$ cat src/rtl/hall_input_conditioner.sv
// Hall sensor front end: synchronises the raw 3-bit Hall pins, filters out
// short glitches, validates the 6-step code and decodes sector/direction.
// One-cycle o_edge_p pulses mark each legal commutation step.
module hall_input_conditioner #(
   parameter int SYNC_STAGES = 2,
   parameter int FILT_LEN    = 4
) (
   input  logic       i_clk,
   input  logic       i_rst_n,
   input  logic       i_en,
   input  logic [2:0] i_h_raw,
   input  logic       i_clr_err,
   output logic [2:0] o_h_clean,
   output logic [2:0] o_sector,
   output logic       o_edge_p,
   output logic       o_dir,
   output logic       o_dir_valid,
   output logic       o_err_invalid,
   output logic       o_err_skip,
   output logic [7:0] o_err_cnt
);

   localparam int            CW     = $clog2(FILT_LEN + 1);
   localparam logic [CW-1:0] ACC_AT = CW'(FILT_LEN - 1);

   typedef enum logic {INIT, RUN} state_t;

   // Map a Hall code onto its position in the forward sequence (0 = invalid).
   function automatic logic [2:0] sec_of(input logic [2:0] code);
      logic [2:0] s;
      case (code)
         3'b001:  s = 3'd1;
         3'b011:  s = 3'd2;
         3'b010:  s = 3'd3;
         3'b110:  s = 3'd4;
         3'b100:  s = 3'd5;
         3'b101:  s = 3'd6;
         default: s = 3'd0;
      endcase
      return s;
   endfunction

   logic [SYNC_STAGES-1:0][2:0] r_sync;
   logic [2:0]                  r_prev;
   logic [CW-1:0]               r_cnt;
   logic                        r_inv_hold;
   logic                        r_acc;
   logic [2:0]                  r_acc_code;
   state_t                      r_state;
   logic [2:0]                  r_h_clean;
   logic [2:0]                  r_sector;
   logic                        r_edge_p;
   logic                        r_dir;
   logic                        r_dir_valid;
   logic                        r_err_invalid;
   logic                        r_err_skip;
   logic [7:0]                  r_err_cnt;

   logic [2:0]    w_cand;
   logic          w_chg;
   logic          w_blk;
   logic [CW-1:0] w_cnt_nxt;
   logic          w_acc;
   logic [2:0]    w_new_sec;
   logic          w_valid;
   logic [2:0]    w_sec_fwd;
   logic [2:0]    w_sec_rev;
   logic          w_fwd;
   logic          w_rev;
   logic          w_take;
   logic          w_err_inv;
   logic          w_err_skip;

   // Input synchroniser chain; keeps running even while conditioning is disabled.
   always_ff @(posedge i_clk or negedge i_rst_n) begin
      if (!i_rst_n) begin
         r_sync <= '0;
         r_prev <= 3'd0;
      end else begin
         r_sync[0] <= i_h_raw;
         for (int i = 1; i < SYNC_STAGES; i++) r_sync[i] <= r_sync[i-1];
         r_prev <= r_sync[SYNC_STAGES-1];
      end
   end

   // Filter decision. The first cycle a new candidate is seen counts as clock 1,
   // so a code held FILT_LEN clocks is accepted on its last clock. An accepted
   // invalid code is latched out until the synced value changes again.
   always_comb begin
      w_cand    = r_sync[SYNC_STAGES-1];
      w_chg     = (w_cand != r_prev);
      w_blk     = (w_cand == r_h_clean) || (r_inv_hold && !w_chg);
      w_cnt_nxt = (w_chg || w_blk) ? '0 : r_cnt + CW'(1);
      w_acc     = !w_blk && (w_cnt_nxt == ACC_AT);
   end

   // Filter counter and acceptance register (one stage before the FSM).
   always_ff @(posedge i_clk or negedge i_rst_n) begin
      if (!i_rst_n) begin
         r_cnt      <= '0;
         r_inv_hold <= 1'b0;
         r_acc      <= 1'b0;
         r_acc_code <= 3'd0;
      end else begin
         if (w_chg) r_inv_hold <= 1'b0;
         if (!i_en) begin
            r_cnt <= '0;
            r_acc <= 1'b0;
         end else begin
            r_cnt      <= w_acc ? '0 : w_cnt_nxt;
            r_acc      <= w_acc;
            r_acc_code <= w_cand;
            if (w_acc && sec_of(w_cand) == 3'd0) r_inv_hold <= 1'b1;
         end
      end
   end

   // Classify the accepted code against the currently held one. A repeat of the
   // held code (possible with very short filters) is ignored.
   always_comb begin
      w_new_sec  = sec_of(r_acc_code);
      w_valid    = (w_new_sec != 3'd0);
      w_sec_fwd  = (r_sector == 3'd6) ? 3'd1 : r_sector + 3'd1;
      w_sec_rev  = (r_sector == 3'd1) ? 3'd6 : r_sector - 3'd1;
      w_fwd      = (w_new_sec == w_sec_fwd);
      w_rev      = (w_new_sec == w_sec_rev);
      w_take     = r_acc && i_en && (r_acc_code != r_h_clean);
      w_err_inv  = w_take && !w_valid;
      w_err_skip = w_take && w_valid && (r_state == RUN) && !w_fwd && !w_rev;
   end

   // INIT/RUN state machine with registered outputs.
   always_ff @(posedge i_clk or negedge i_rst_n) begin
      if (!i_rst_n) begin
         r_state       <= INIT;
         r_h_clean     <= 3'd0;
         r_sector      <= 3'd0;
         r_edge_p      <= 1'b0;
         r_dir         <= 1'b0;
         r_dir_valid   <= 1'b0;
         r_err_invalid <= 1'b0;
         r_err_skip    <= 1'b0;
      end else if (!i_en) begin
         r_state       <= INIT;
         r_edge_p      <= 1'b0;
         r_err_invalid <= 1'b0;
         r_err_skip    <= 1'b0;
      end else begin
         r_edge_p      <= 1'b0;
         r_err_invalid <= w_err_inv;
         r_err_skip    <= w_err_skip;
         if (w_take && w_valid) begin
            r_h_clean <= r_acc_code;
            r_sector  <= w_new_sec;
            case (r_state)
               INIT: begin
                  r_dir_valid <= 1'b0;
                  r_state     <= RUN;
               end
               RUN: begin
                  if (w_fwd) begin
                     r_edge_p    <= 1'b1;
                     r_dir       <= 1'b1;
                     r_dir_valid <= 1'b1;
                  end else if (w_rev) begin
                     r_edge_p    <= 1'b1;
                     r_dir       <= 1'b0;
                     r_dir_valid <= 1'b1;
                  end else begin
                     r_dir_valid <= 1'b0;
                  end
               end
               default: r_state <= INIT;
            endcase
         end
      end
   end

   // Saturating error counter; a clear wins over an error in the same cycle.
   always_ff @(posedge i_clk or negedge i_rst_n) begin
      if (!i_rst_n) begin
         r_err_cnt <= 8'd0;
      end else if (i_clr_err) begin
         r_err_cnt <= 8'd0;
      end else if ((w_err_inv || w_err_skip) && r_err_cnt != 8'hFF) begin
         r_err_cnt <= r_err_cnt + 8'd1;
      end
   end

   assign o_h_clean     = r_h_clean;
   assign o_sector      = r_sector;
   assign o_edge_p      = r_edge_p;
   assign o_dir         = r_dir;
   assign o_dir_valid   = r_dir_valid;
   assign o_err_invalid = r_err_invalid;
   assign o_err_skip    = r_err_skip;
   assign o_err_cnt     = r_err_cnt;

endmodule

$ cat config.mk
export PLATFORM = sky130hd
export DESIGN_NAME = hall_input_conditioner
export DESIGN_NICKNAME = d
export VERILOG_FILES = /design/src/rtl/hall_input_conditioner.sv
export SDC_FILE = /design/constraint.sdc
export NUM_CORES = 1
export LEC_CHECK = 0
export BUFFER_PORTS_ARGS = -buffer_cell sky130_fd_sc_hd__buf_2
export CORE_ASPECT_RATIO = 1.5
export CORE_MARGIN = 2
export CORE_UTILIZATION = 30
export DETAILED_ROUTE_END_ITERATION = 7
export HOLD_SLACK_MARGIN = 0.03
export PLACE_DENSITY_LB_ADDON = 0.2
export REMOVE_ABC_BUFFERS = 1
export SLEW_MARGIN = 20
export SYNTH_ARGS = -nofsm -noshare
export SYNTH_HDL_FRONTEND = slang
export SYNTH_SLANG_ARGS = --single-unit
$ cat constraint.sdc
create_clock -name i_clk -period 5.2 [get_ports i_clk]
set_input_delay 0.26 -clock i_clk [delete_from_list [all_inputs] [get_ports i_clk]]
set_output_delay 0.26 -clock i_clk [all_outputs]
set_load 0.1 [all_outputs]
==> impl_metrics.csv <==
group,metric,value,unit
outcome,status,"complete, no violations",
drt,avgRoutedWirePerCell,13.88,um
clock_tree,clock_sinks,37,
logic_synthesis,netlist-cell-type-count,44,
drt,ant_nets,0,
power_and_ir_drop,powerDensity,296.0,nW/um^2
logic_synthesis,yosys_register_bits,37,
timing,max_freq,342.9,MHz
grt,grt_pass1_wl,7.562,mm
power_and_ir_drop,p_leak,1.074,nW
drt,drtIter0Drc,23,
cells_and_area,nets,242,
timing,relSlewSlack,0.4482,
logic_synthesis,synth_warnings,0,
place,gp_congestion,0.8640,
timing,setup_tns,0,ps
drt,drc,0,
logic_synthesis,synth.cell_area,2012,sq um
logic_synthesis,syn_avg_cell_area,9.814,sq um
logic_synthesis,async_reset_ff_frac,1.000,
floorplan,ios,26,
timing,fin_skew,5.663,ps
timing,period_minus_slack,2917,ps
drt,wl,4.248,mm
clock_tree,cts_setup_buffers,0,
timing,period_share,0.5609,
logic_synthesis,synth_top_cell_by_area,"dfrtp_1",
flow_run,maxCapViolations,0,
worst_setup_path,path_class,"flop to flop",
floorplan,start_util,0.3102,
timing,fin_ws,2283,ps
clock_tree,cts_buffers,5,
grt,grt_max_degree,38,
worst_setup_path,cp-start-kind,"flop",
floorplan,die-height,104.3,um
timing,hold_viol_final,0,
floorplan,die_w,70.87,um
timing,maxSlewViolCount,0,
logic_synthesis,ys_seq_area_frac,0.4602,
worst_setup_path,critPathArrivalTime,3090,ps
clock_tree,cts_resized,0,
worst_setup_path,crit_path_max_fanout,9,
place,preCtsSetupSlack,2337,ps
clock_tree,clk_pin_slew,80,ps
worst_setup_path,cp.required,5370,ps
logic_synthesis,synthFlopType,"dfrtp_1",
cells_and_area,fill_cells,683,
clock_tree,clk_path_buf_depth,2,
clock_tree,cts_tree,"yes",
floorplan,fp.dieArea,7391,sq um
clock_tree,htreeDepth,2,
grt,gr-total-overflow,0,
cells_and_area,n_antenna_cell,0,
clock_tree,hold_buffers,0,
clock_tree,root_buffer,"clkbuf_8",
drt,drtPass1Iterations,5,
grt,antenna_found_initial,0,
timing,rsz0062_at_grt,"false",
logic_synthesis,syn_inst,205,
worst_setup_path,cp-end-kind,"flop",
timing,finalSetupViolCount,0,
drt,vias,1525,
floorplan,rows,36,
hold_path,min_path_type,"primary input to async pin",
logic_synthesis,synth.area.top_cells,"dfrtp_1 (46%), xnor2_1 (4.8%), mux2_2 (3.9%)",
cells_and_area,area_delta_synth_final,15.73,%
power_and_ir_drop,ir_drop,0.1623,mV
clock_tree,clk_latency,280,ps
logic_synthesis,synth_edf_count,0,
timing,tightest_slew,827.7,ps
logic_synthesis,yosys.area.top_type_share,0.4602,
cells_and_area,drive_gt1_frac,0.1957,
place,port_buffers,25,
drt,vias_per_cell,4.984,
floorplan,design.core.area,6486,sq um
place,hpwl,3.077,mm
grt,grt.total_usage,0.1259,
grt,grt_pass1_vias,1592,
## final cells by class
cell class | instances | area [sq um] | area share
well taps | 76 | 95.09 | 0.04084
flip-flops and latches | 37 | 925.9 | 0.3976
repair buffers | 25 | 125.1 | 0.05373
clock buffers | 5 | 68.82 | 0.02955
inverters | 7 | 26.28 | 0.01128
clock inverters | 3 | 65.06 | 0.02794
multi-input cells | 153 | 1022 | 0.4390
## critical path, cell delays in order, from the launching register on
cell and delay [ps]:
dfrtp_1 490, inv_1 180, ha_1 310, nor3b_1 280, or2_2 170, o22ai_1 80, a21oi_1 220, nand4_1 240
a2bb2oi_4 340, and2b_1 170, mux2_1 310
## cells by family after synthesis
kind of cell | synth area share
simple gates | 0.1947
compound gates | 0.1518
flops | 0.4602
xor+xnor | 0.06965
buf+inv | 0.03172
mux | 0.05473
fa+ha+maj | 0.03731
## path summary, 6_finish.rpt
kind | start | to | slack (ps) | depth (start not counted)
setup / recovery | o_sector[0]$_DFFE_PN0P_ | o_err_cnt[3]$_DFFE_PN0P_ | 2280 | 10
hold / removal | i_rst_n | r_prev[0]$_DFF_PN0_ | 70 | 1
setup reg to reg | o_sector[0]$_DFFE_PN0P_ | o_err_cnt[3]$_DFFE_PN0P_ | 2280 | 10
hold reg to reg | r_sync[2]$_DFF_PN0_ | w_cand[2]$_DFF_PN0_ | 350 | 0
max in group asynchronous | i_rst_n | o_dir$_DFFE_PN0P_ | 4600 | 1
min in group i_clk | i_h_raw[1] | r_sync[1]$_DFF_PN0_ | 80 | 1
## metal layers
layer  wire, um  global-route usage  vias up
met3        154             0.02616        4
met2       2261              0.2256       31
met1       1771              0.1422      717
met4         60             0.04987        0
met5          0                   0        -
li1           -                   -      773
## synth_stat cells (2+ instances only)
cell	count
dfrtp_1	37
ha_1	6
mux2_2	7
o21ai_0	8
clkbuf_1	4
xnor2_1	11
nand4_1	4
nand3b_1	2
nand3_1	7
buf_2	3
a211oi_1	3
nor2b_1	11
nand2b_1	3
a21bo_2	3
nor2_1	14
a21oi_1	15
xor2_1	5
nor3_1	8
nand2_1	18
nor3b_1	2
mux2i_1	2
inv_1	7
o22ai_1	2
and3_1	3
## flip-flops by register name (all words and copies together), names as in the netlist
| signal | flops |
|---|---|
| r_acc_code | 3 |
| r_cnt | 3 |
| r_prev | 3 |
| r_acc | 1 |
| o_dir_valid | 1 |
| o_sector | 3 |
| r_state | 1 |
| w_cand | 3 |
| o_err_skip | 1 |
| o_dir | 1 |
| r_inv_hold | 1 |
| o_h_clean | 3 |
| o_edge_p | 1 |
| r_sync | 3 |
| o_err_cnt | 8 |
| o_err_invalid | 1 |
## cell usage in the layout, fill, tap and decap left out, drive strengths merged, types with 3 or more instances in the layout
master / n
xnor2: 11
xor2: 5
nand2: 18
buf: 25
clkbuf: 5
nor2b: 11
nor3: 8
nand3: 7
dfrtp: 37
nand2b: 3
a21bo: 3
nor2: 14
nand4: 4
inv: 7
and3: 3
mux2: 8
ha: 6
a21oi: 15
a211oi: 3
o21ai: 8
## report_power, final
group          internal, W  leakage [nW]  total [W]  switching, W
clock             0.000191        0.0681   0.000294      0.000103
combinational    0.0000306         0.526  0.0000832     0.0000527
sequential        0.000295         0.479   0.000312     0.0000167
total             0.000516          1.07   0.000689      0.000173
## metrics by stage
| step | std cells | utilization | hold slack [ps] | area [sq um] | total power (W) |
|---|---|---|---|---|---|
| 5_1_grt | 306 | 0.3590 | 63.49 | 2328 | 0.0007204 |
| 2_1_floorplan | 197 | - | -35.59 | 1974 | 0.0003750 |
| 3_5_place_dp | 298 | 0.3383 | 334.7 | 2195 | 0.0004015 |
| 4_1_cts | 306 | 0.3590 | 61.38 | 2328 | 0.0007006 |
| 3_3_place_gp | 298 | 0.3383 | 332.0 | 2195 | 0.0004015 |
| 6_report | 306 | 0.3590 | 69.40 | 2328 | 0.0006892 |
Note: power is estimated with default switching activity, not from simulation.
